### config.mk
export PLATFORM = sky130hd
export DESIGN_NAME = uart_receive
export DESIGN_NICKNAME = d
export VERILOG_FILES = /design/src/rtl/uart_receive.sv
export SDC_FILE = /design/constraint.sdc
export NUM_CORES = 1
export LEC_CHECK = 0
export ABC_AREA = 0
export CELL_PAD_IN_SITES_DETAIL_PLACEMENT = 2
export CELL_PAD_IN_SITES_GLOBAL_PLACEMENT = 2
export CORE_UTILIZATION = 37
export CTS_BUF_LIST = sky130_fd_sc_hd__clkbuf_4 sky130_fd_sc_hd__clkbuf_8
export CTS_CLUSTER_DIAMETER = 120
export DETAILED_ROUTE_END_ITERATION = 8
export GPL_ROUTABILITY_DRIVEN = 0
export PLACE_DENSITY = 0.92
export SLEW_MARGIN = 20
export SYNTH_ARGS = -nofsm -noshare
export SYNTH_HDL_FRONTEND = slang
export SYNTH_SLANG_ARGS = --single-unit
### constraint.sdc
create_clock -name clk -period 3.7 [get_ports clk]
set_input_delay 0.74 -clock clk [delete_from_list [all_inputs] [get_ports clk]]
set_output_delay 0.74 -clock clk [all_outputs]
set_load 0.005 [all_outputs]
### src/rtl/uart_receive.sv
// UART receiver: start/data/stop deserializer into a one-entry holding register
// with a valid/ack handshake, framing-error and overrun pulses.
module uart_receive #(
    parameter int d_width      = 4,
    parameter int clks_per_bit = 1
) (
    input  logic               clk,
    input  logic               rst,
    input  logic               rx,
    input  logic               rx_ack,
    output logic [d_width-1:0] rx_data,
    output logic               rx_valid,
    output logic               rx_busy,
    output logic               rx_frame_err,
    output logic               rx_overrun
);
    localparam int half  = (clks_per_bit - 1) / 2;
    localparam int cnt_w = $clog2(clks_per_bit) + 1;
    localparam int bit_w = $clog2(d_width + 2);

    localparam logic [cnt_w-1:0] cnt_bit  = cnt_w'(clks_per_bit - 1);
    localparam logic [cnt_w-1:0] cnt_half = cnt_w'((half > 0) ? half - 1 : 0);
    localparam logic [bit_w-1:0] bit_last = bit_w'(d_width - 1);

    typedef enum logic [2:0] {IDLE, START, DATA, STOP, BRK} state_t;

    state_t             state;
    logic               armed;
    logic [cnt_w-1:0]   cnt;
    logic [bit_w-1:0]   bit_cnt;
    logic [d_width-1:0] shift;
    logic               sample;

    assign sample = (cnt == '0);

    always_ff @(posedge clk) begin
        if (rst) begin
            state        <= IDLE;
            armed        <= 1'b0;
            cnt          <= '0;
            bit_cnt      <= '0;
            rx_data      <= '0;
            rx_valid     <= 1'b0;
            rx_busy      <= 1'b0;
            rx_frame_err <= 1'b0;
            rx_overrun   <= 1'b0;
        end else begin
            rx_frame_err <= 1'b0;
            rx_overrun   <= 1'b0;
            if (rx_ack)
                rx_valid <= 1'b0;

            case (state)
                IDLE: begin
                    if (rx) begin
                        armed <= 1'b1;
                    end else if (armed) begin
                        rx_busy <= 1'b1;
                        bit_cnt <= '0;
                        // With a zero half-bit offset the detection cycle is the start sample.
                        if (half == 0) begin
                            state <= DATA;
                            cnt   <= cnt_bit;
                        end else begin
                            state <= START;
                            cnt   <= cnt_half;
                        end
                    end
                end
                START: begin
                    if (!sample) begin
                        cnt <= cnt - 1'b1;
                    end else if (rx) begin
                        state   <= IDLE;
                        rx_busy <= 1'b0;
                    end else begin
                        state <= DATA;
                        cnt   <= cnt_bit;
                    end
                end
                DATA: begin
                    if (!sample) begin
                        cnt <= cnt - 1'b1;
                    end else begin
                        shift <= {rx, shift[d_width-1:1]};
                        cnt   <= cnt_bit;
                        if (bit_cnt == bit_last)
                            state <= STOP;
                        else
                            bit_cnt <= bit_cnt + 1'b1;
                    end
                end
                STOP: begin
                    if (!sample) begin
                        cnt <= cnt - 1'b1;
                    end else begin
                        rx_busy <= 1'b0;
                        bit_cnt <= '0;
                        cnt     <= '0;
                        if (rx) begin
                            // A coincident ack frees the slot, so that case is not an overrun.
                            rx_data    <= shift;
                            rx_valid   <= 1'b1;
                            rx_overrun <= rx_valid & ~rx_ack;
                            armed      <= 1'b1;
                            state      <= IDLE;
                        end else begin
                            rx_frame_err <= 1'b1;
                            armed        <= 1'b0;
                            state        <= BRK;
                        end
                    end
                end
                BRK: begin
                    if (rx) begin
                        armed <= 1'b1;
                        state <= IDLE;
                    end
                end
                default: state <= IDLE;
            endcase
        end
    end
endmodule
==> summary.txt, run 1 <==
Final layout
  • Fraction of the core area covered by cells at the end of the flow: a little under half
  • Antenna fix cells: 0
  • Growth of design area from synthesis to finish: 18.8%
  • Total number of nets in the final design: slightly above 90
  • Layout Cell Area excl Fill: 951 sq um
  • Proportion of layout cells with a drive suffix above 1: between 10% and 20%
  • Filler cells: 213

Pwr
  • Clock network fraction of total power: between 20% and 30%
  • IR drop worst, VDD: 0.218 mV
  • Switching share of power: around 25%
  • Total power divided by cell area: between 300 and 400 mW/mm^2
  • Combinational power share: ~8.5%
  • Internal power component: 0.000274 W
  • Sequential power share: just over 60%
  • Switch Pwr: between 0.00008 and 0.00009 W
  • LEAKAGE: between 0.3 and 0.4 nW

Routing
  • Detailed-router iteration count before antenna repair: 4
  • Vias: 623
  • Initial detailed-routing violation count: 10
  • DRC violation count after routing: 0
  • Antenna violation net count after detailed routing: 0
  • Mean number of vias per cell: between 5 and 6
  • WL final: ~1800 um
  • Routed len/inst: approximately 16 um

Synthesis
  • Part of the Yosys area used for sequential elements: between 50% and 60%
  • Synthesized Nets: 81
  • FFs w/ async S/R, synth: 0%
  • Post-synth EDFFs: 4
  • Synthesized area divided by synthesized cell count: about 11 sq um
  • Leading cell type by number of instances after synthesis: dfxtp_1
  • Syn Std Cell Area: roughly 800 sq um
  • Top cells by count, synth: dfxtp_1 (15), nor2_1 (7), a21oi_1 (5)
  • Number of register bits inferred by synthesis: 19
  • Warnings, synthesis: 0
  • Synth area leaders: dfxtp_1 (38%), edfxtp_1 (15%), mux2i_1 (5.0%), nor2_1 (3.3%), a21oi_1 (3.1%)
  • Yosys top cell area share: approximately 38%
  • Gate Count Post-Synth: 75
  • Library cell with the largest summed area after synthesis: dfxtp_1
  • Library cells used by synthesis: 33
  • Synth Flop Type: dfxtp_1

Flow run
  • Max-cap check violation count: 0

Placed design
  • Port-buffer cells: 11
  • DPL Wire Length: 1320 um
  • Placed cell area: just over 900 sq um

Clock network
  • Post-CTS Resized: 0
  • Number of post-CTS setup repair buffers: 0
  • Clock transition time at the flip-flop clock pins of the worst setup and hold paths: around 0.11 ns
  • H-tree lvl count: 1
  • Hold_buf cts: 0
  • TritonCTS buffer count: 3
  • Clock network latency to the later pin of the worst-skew pair: 0.30 ns
  • Clock sink count: 19
  • Clock tree buffer depth: 2
  • Buffer type at the clock tree root: clkbuf_4
  • Clock tree from TritonCTS: built

Floorplanning
  • Core area: between 0.002 and 0.0025 sq mm
  • Number of top-level pins: 12
  • Total die area: roughly 0.0024 sq mm
  • Die Height: roughly 49 um
  • Effective utilization at floorplan: 40.0%
  • Number of placement rows: 16
  • Die Width: ~49 um

Global route
  • Maximum number of pins on one net before global-route repair: 15
  • Global route overflow: 0
  • Number of global-route vias before repair: 661
  • GRT Total Usage: 17.1%
  • Number of antenna violations at the first check in global routing: 0
  • First-pass GRT wire length: roughly 3000 um

Hold path
  • WHS Path Cells: 0
  • Class of the most critical hold timing path: reg -> reg

Timing
  • Final critical path time including I/O delays and setup: between 2 and 2.5 ns
  • Number of failing hold endpoints at the final stage: 0
  • Count of final setup violators: 0
  • Max Transition Viols Final: 0
  • TNS Setup: 0 ns
  • Part of the cycle the worst path needs: 59.0%
  • Worst slew margin relative to its limit: 65.8%
  • RSZ-0062 raised after global routing: no
  • Slew at the pin with the worst max-slew slack: just over 0.5 ns
  • Setup clock skew after layout: about 0.0034 ns
  • Maximum achievable frequency: around 0.46 GHz

Worst setup path
  • Kind of critical path: in -> reg
  • Worst Path Required: about 3.7 ns
  • Endpoint class of the critical path: flip-flop
  • Cell count of the worst reg-to-reg path: 2
  • Critical path startpoint category: primary input
  • Largest fanout on the critical path: 14
  • Arrival time at the worst endpoint: about 2.2 ns

Status
  • Status: complete, no violations
## power by group through the flow
stage	clock network, W	registers [W]	logic (W)
2_1_floorplan	0	0.000226	0.0000229
3_3_place_gp	0	0.000230	0.0000288
3_5_place_dp	0	0.000230	0.0000310
4_1_cts	0.000110	0.000226	0.0000313
5_1_grt	0.000118	0.000227	0.0000343
6_report	0.000106	0.000226	0.0000310
## sequential cells by signal (all words and copies together), names as in the netlist
register	count
rx_valid	1
bit_cnt	3
armed	1
rx_busy	1
state	3
shift	4
rx_data	4
rx_frame_err	1
rx_overrun	1
## final timing paths
check	startpoint	end	slack (ns)
min	shift[2]$_DFFE_PP_	shift[1]$_DFFE_PP_	0.48
min reg2reg	shift[2]$_DFFE_PP_	shift[1]$_DFFE_PP_	0.48
max reg2reg	state[1]$_SDFFE_PP0P_	shift[0]$_DFFE_PP_	2.09
max	rst	shift[0]$_DFFE_PP_	1.52
## placed cells by master, fill, tap and decap left out
cell,count
inv_1,4
a311oi_1,1
o21bai_1,1
or4b_4,1
nor3_1,3
nor2_2,1
nor3_2,1
edfxtp_1,4
o21ba_2,1
a32o_1,1
nor4b_1,2
o21ai_0,4
nand3_1,1
a21oi_1,5
clkinv_2,1
dfxtp_1,15
mux2i_1,4
a211oi_2,1
clkdlybuf4s50_1,11
a211oi_1,1
and2b_2,1
nand2b_1,2
nand2_1,1
nor2b_1,1
a31o_2,1
or3_1,1
clkbuf_4,3
a2111oi_0,1
nand4b_2,1
a31oi_1,1
a21o_1,1
ha_1,2
nor2_1,7
## cell families (layout without fill, tap and decap cells)
kind of cell,after synthesis,in the layout,synth area share [%]
simple gates,23,23,18.3
compound gates,19,19,16.6
flops,19,19,52.5
buf+inv,8,19,4.53
mux,4,4,5.00
fa+ha+maj,2,2,3.12
## final cells by class
type                       instances  area (sq um)  share of cell area (%)
tap                               27          33.8                    3.55
clock buffer                       3          22.5                    2.37
sequential                        19           420                    44.2
clock inverter                     1          5.00                   0.526
multi-input combinational         48           344                    36.2
inverter                           4          15.0                    1.58
timing repair buffer              11           110                    11.6
## metal layers
| layer | share of wire (%) | track usage, % | wire length (um) |
|---|---|---|---|
| met3 | 4.0 | 3.46 | 71 |
| met1 | 45 | 20.4 | 804 |
| met4 | 2.6 | 10.3 | 46 |
| met5 | 0 | 0 | 0 |
| met2 | 48 | 28.2 | 850 |
## metrics by stage
step	setup WS [ns]	hold slack, ns	std cells	power (W)
2_1_floorplan	2.03	0.426	75	0.000249
3_3_place_gp	1.21	0.451	109	0.000258
3_5_place_dp	1.18	0.449	109	0.000261
4_1_cts	1.52	0.488	113	0.000367
5_1_grt	1.44	0.510	113	0.000379
6_report	1.52	0.484	113	0.000363
## worst max-delay path: stages
cell and delay [ns]:
clkdlybuf4s50_1 0.66, or4b_4 0.63, inv_1 0.16
Note: power is estimated with default switching activity, not from simulation.
==> run 2, diff against run 1 <==
- CORE_ASPECT_RATIO: not set -> 1.75
- CORE_UTILIZATION: 37 -> 35
- PLACE_DENSITY: 0.92 -> 0.88
- clock period: 3.7 -> 2.15 ns (I/O delays scaled with it)
==> run 2 against run 1 <==
  * Non-clock buffer count is 1 higher
  * Setup slack worse by 1.1 ns
  * Clock power is 81% higher
  * Routed wire length is 9.9% higher
  * Register-to-register slack worse by 1.6 ns
  * Highest routed layer unchanged
  * Critical endpoint is now shift[1]$_DFFE_PP_
  * Critical path type is now reg -> reg
  * Largest power group unchanged
  * Global-route usage is 1.2 points higher
  * Sequential share of layout area is 0.29 points lower
  * Die area is 5.8% higher
  * Sequential cell count stayed put
  * Combinational power is 78% higher
==> summary.txt, run 2 (synthesis results as in run 1) <==
Status
  • Status: complete, no violations

Routing
  • Routed len/inst: 17.5 um
  • DRC violation count after routing: 0
  • Antenna violation net count after detailed routing: 0
  • Detailed-router iteration count before antenna repair: 3
  • Mean number of vias per cell: about 5.4
  • WL final: approximately 1900 um
  • Vias: ~600
  • Initial detailed-routing violation count: 7

Worst setup path
  • Arrival time at the worst endpoint: 1.68 ns
  • Crit path launch: state[1]$_SDFFE_PP0P_
  • Kind of critical path: reg -> reg
  • Worst Path Required: 2.14 ns
  • Largest stage delay, worst path: 0.63 ns
  • Largest fanout on the critical path: 14
  • Terminus of the critical flop-to-flop path: shift[1]$_DFFE_PP_
  • Series of cell instances along the critical path: or4b_4 > inv_1
  • Stages on the worst setup path: 2
  • Cell count of the worst reg-to-reg path: 2
  • Start of the worst register-to-register path: state[1]$_SDFFE_PP0P_
  • Setup slack on the worst flop-to-flop path: approximately 0.46 ns
  • Termination of the worst setup path: shift[1]$_DFFE_PP_
  • Buffers & Inverters on Critical Path: 1
  • Critical path startpoint category: flip-flop
  • Endpoint class of the critical path: flip-flop
  • Cell family with most CP delay: flip-flops
  • Cell with the largest stage delay on the worst path: dfxtp_1

Global route
  • Number of global-route vias before repair: just under 700
  • GRT Total Usage: between 10% and 20%
  • First-pass GRT wire length: between 3000 and 4000 um
  • Number of antenna violations at the first check in global routing: 0
  • Global route overflow: 0
  • Maximum number of pins on one net before global-route repair: 15

Timing
  • Number of failing hold endpoints at the final stage: 0
  • Worst setup margin: approximately 0.46 ns
  • Setup clock skew after layout: ~0.008 ns
  • RSZ-0062 raised after global routing: no
  • Hold Slack: ~0.46 ns
  • Count of final setup violators: 0
  • Final critical path time including I/O delays and setup: 1.69 ns
  • Worst slew margin relative to its limit: 68.7%
  • Maximum achievable frequency: 0.592 GHz
  • TNS Setup: 0 ns
  • Part of the cycle the worst path needs: approximately 79%
  • Max Transition Viols Final: 0
  • Slew at the pin with the worst max-slew slack: 0.470 ns

Final layout
  • Filler cells: about 220
  • Antenna fix cells: 0
  • Commonest cells after routing, fill and taps aside: dfxtp_1 (15), clkdlybuf4s50_1 (11), nor2_1 (7)
  • Growth of design area from synthesis to finish: 19.5%
  • Proportion of layout cells with a drive suffix above 1: between 10% and 20%
  • Total number of nets in the final design: 94
  • Most frequent standard cell in the layout excluding fill and tap cells: dfxtp_1
  • Registers with the most flip-flops: rx_data x4, shift x4
  • Area taken by multi-input logic gates: roughly 340 sq um
  • Register area: roughly 420 sq um

Clock network
  • Clock sink count: 19
  • Clock tree buffer depth: 2
  • Clock network latency to the later pin of the worst-skew pair: between 0.2 and 0.3 ns
  • Hold_buf cts: 0
  • TritonCTS buffer count: 3
  • Clock tree from TritonCTS: built
  • Post-CTS Resized: 0
  • Buffer type at the clock tree root: clkbuf_4
  • Clock transition time at the flip-flop clock pins of the worst setup and hold paths: around 0.11 ns
  • H-tree lvl count: 1
  • Number of post-CTS setup repair buffers: 0

Floorplanning
  • Die Height: roughly 65 um
  • Die Width: 38.2 um
  • Number of top-level pins: 12
  • Total die area: 0.00249 sq mm
  • Number of placement rows: 22
  • Effective utilization at floorplan: a little under two fifths
  • Core area: 0.00212 sq mm

Pwr
  • Final total power: 0.000635 W
  • LEAKAGE: approximately 0.37 nW
  • IR drop worst, VDD: 0.290 mV
  • Total power divided by cell area: roughly 660 mW/mm^2

Placed design
  • Port-buffer cells: 11
  • DPL Wire Length: approximately 1400 um
  • Pre-CTS setup slack: about 0.22 ns

Hold path
  • Start point of the worst hold path: shift[2]$_DFFE_PP_
  • Class of the most critical hold timing path: reg -> reg

Flow run
  • Max-cap check violation count: 0
[run 2: cell count changes in the layout (fill, tap and decap cells not counted)]
cell	before	now
clkbuf_4	3	4
clkinv_2	1	0
buf_4	0	1
[run 2: layer usage]
metal  track usage (%)  up-vias  part of all wire [%]
met4              6.70        0                   1.1
met3              4.05        2                   1.6
met2              32.4        6                    55
met1              19.9      301                    42
met5                 0        -                     0
li1                  -      293                     -
[run 2: how the worst min path moves through the flow]
stage / slack [ns] / end / cells past startpoint
after floorplan: 0.43 / shift[0]$_DFFE_PP_ / 0
after global placement: 0.43 / shift[1]$_DFFE_PP_ / 0
after detailed placement: 0.44 / shift[1]$_DFFE_PP_ / 0
after CTS: 0.47 / shift[1]$_DFFE_PP_ / 0
after global routing: 0.48 / shift[1]$_DFFE_PP_ / 0
final: 0.46 / shift[1]$_DFFE_PP_ / 0
[run 2: layout make-up]
cell class | count | share of cell area [%]
Inverter | 4 | 1.57
Sequential cell | 19 | 43.9
Clock buffer | 4 | 3.14
Timing Repair Buffer | 12 | 12.3
Multi-Input combinational cell | 48 | 35.9
Tap cell | 24 | 3.14
[run 2: per-stage QoR]
stage / std cells / utilization [%] / area (sq um)
after CTS: 111 / 45.2 / 957
final: 111 / 45.2 / 957
after global placement: 107 / 43.7 / 927
after detailed placement: 107 / 43.7 / 927
after global routing: 111 / 45.2 / 957
after floorplan: 75 / - / 801
[run 2: power by group]
| group | switching [W] | internal [W] |
|---|---|---|
| clock network | 0.000107 | 0.0000847 |
| registers | 0.0000137 | 0.000374 |
| logic | 0.0000269 | 0.0000282 |
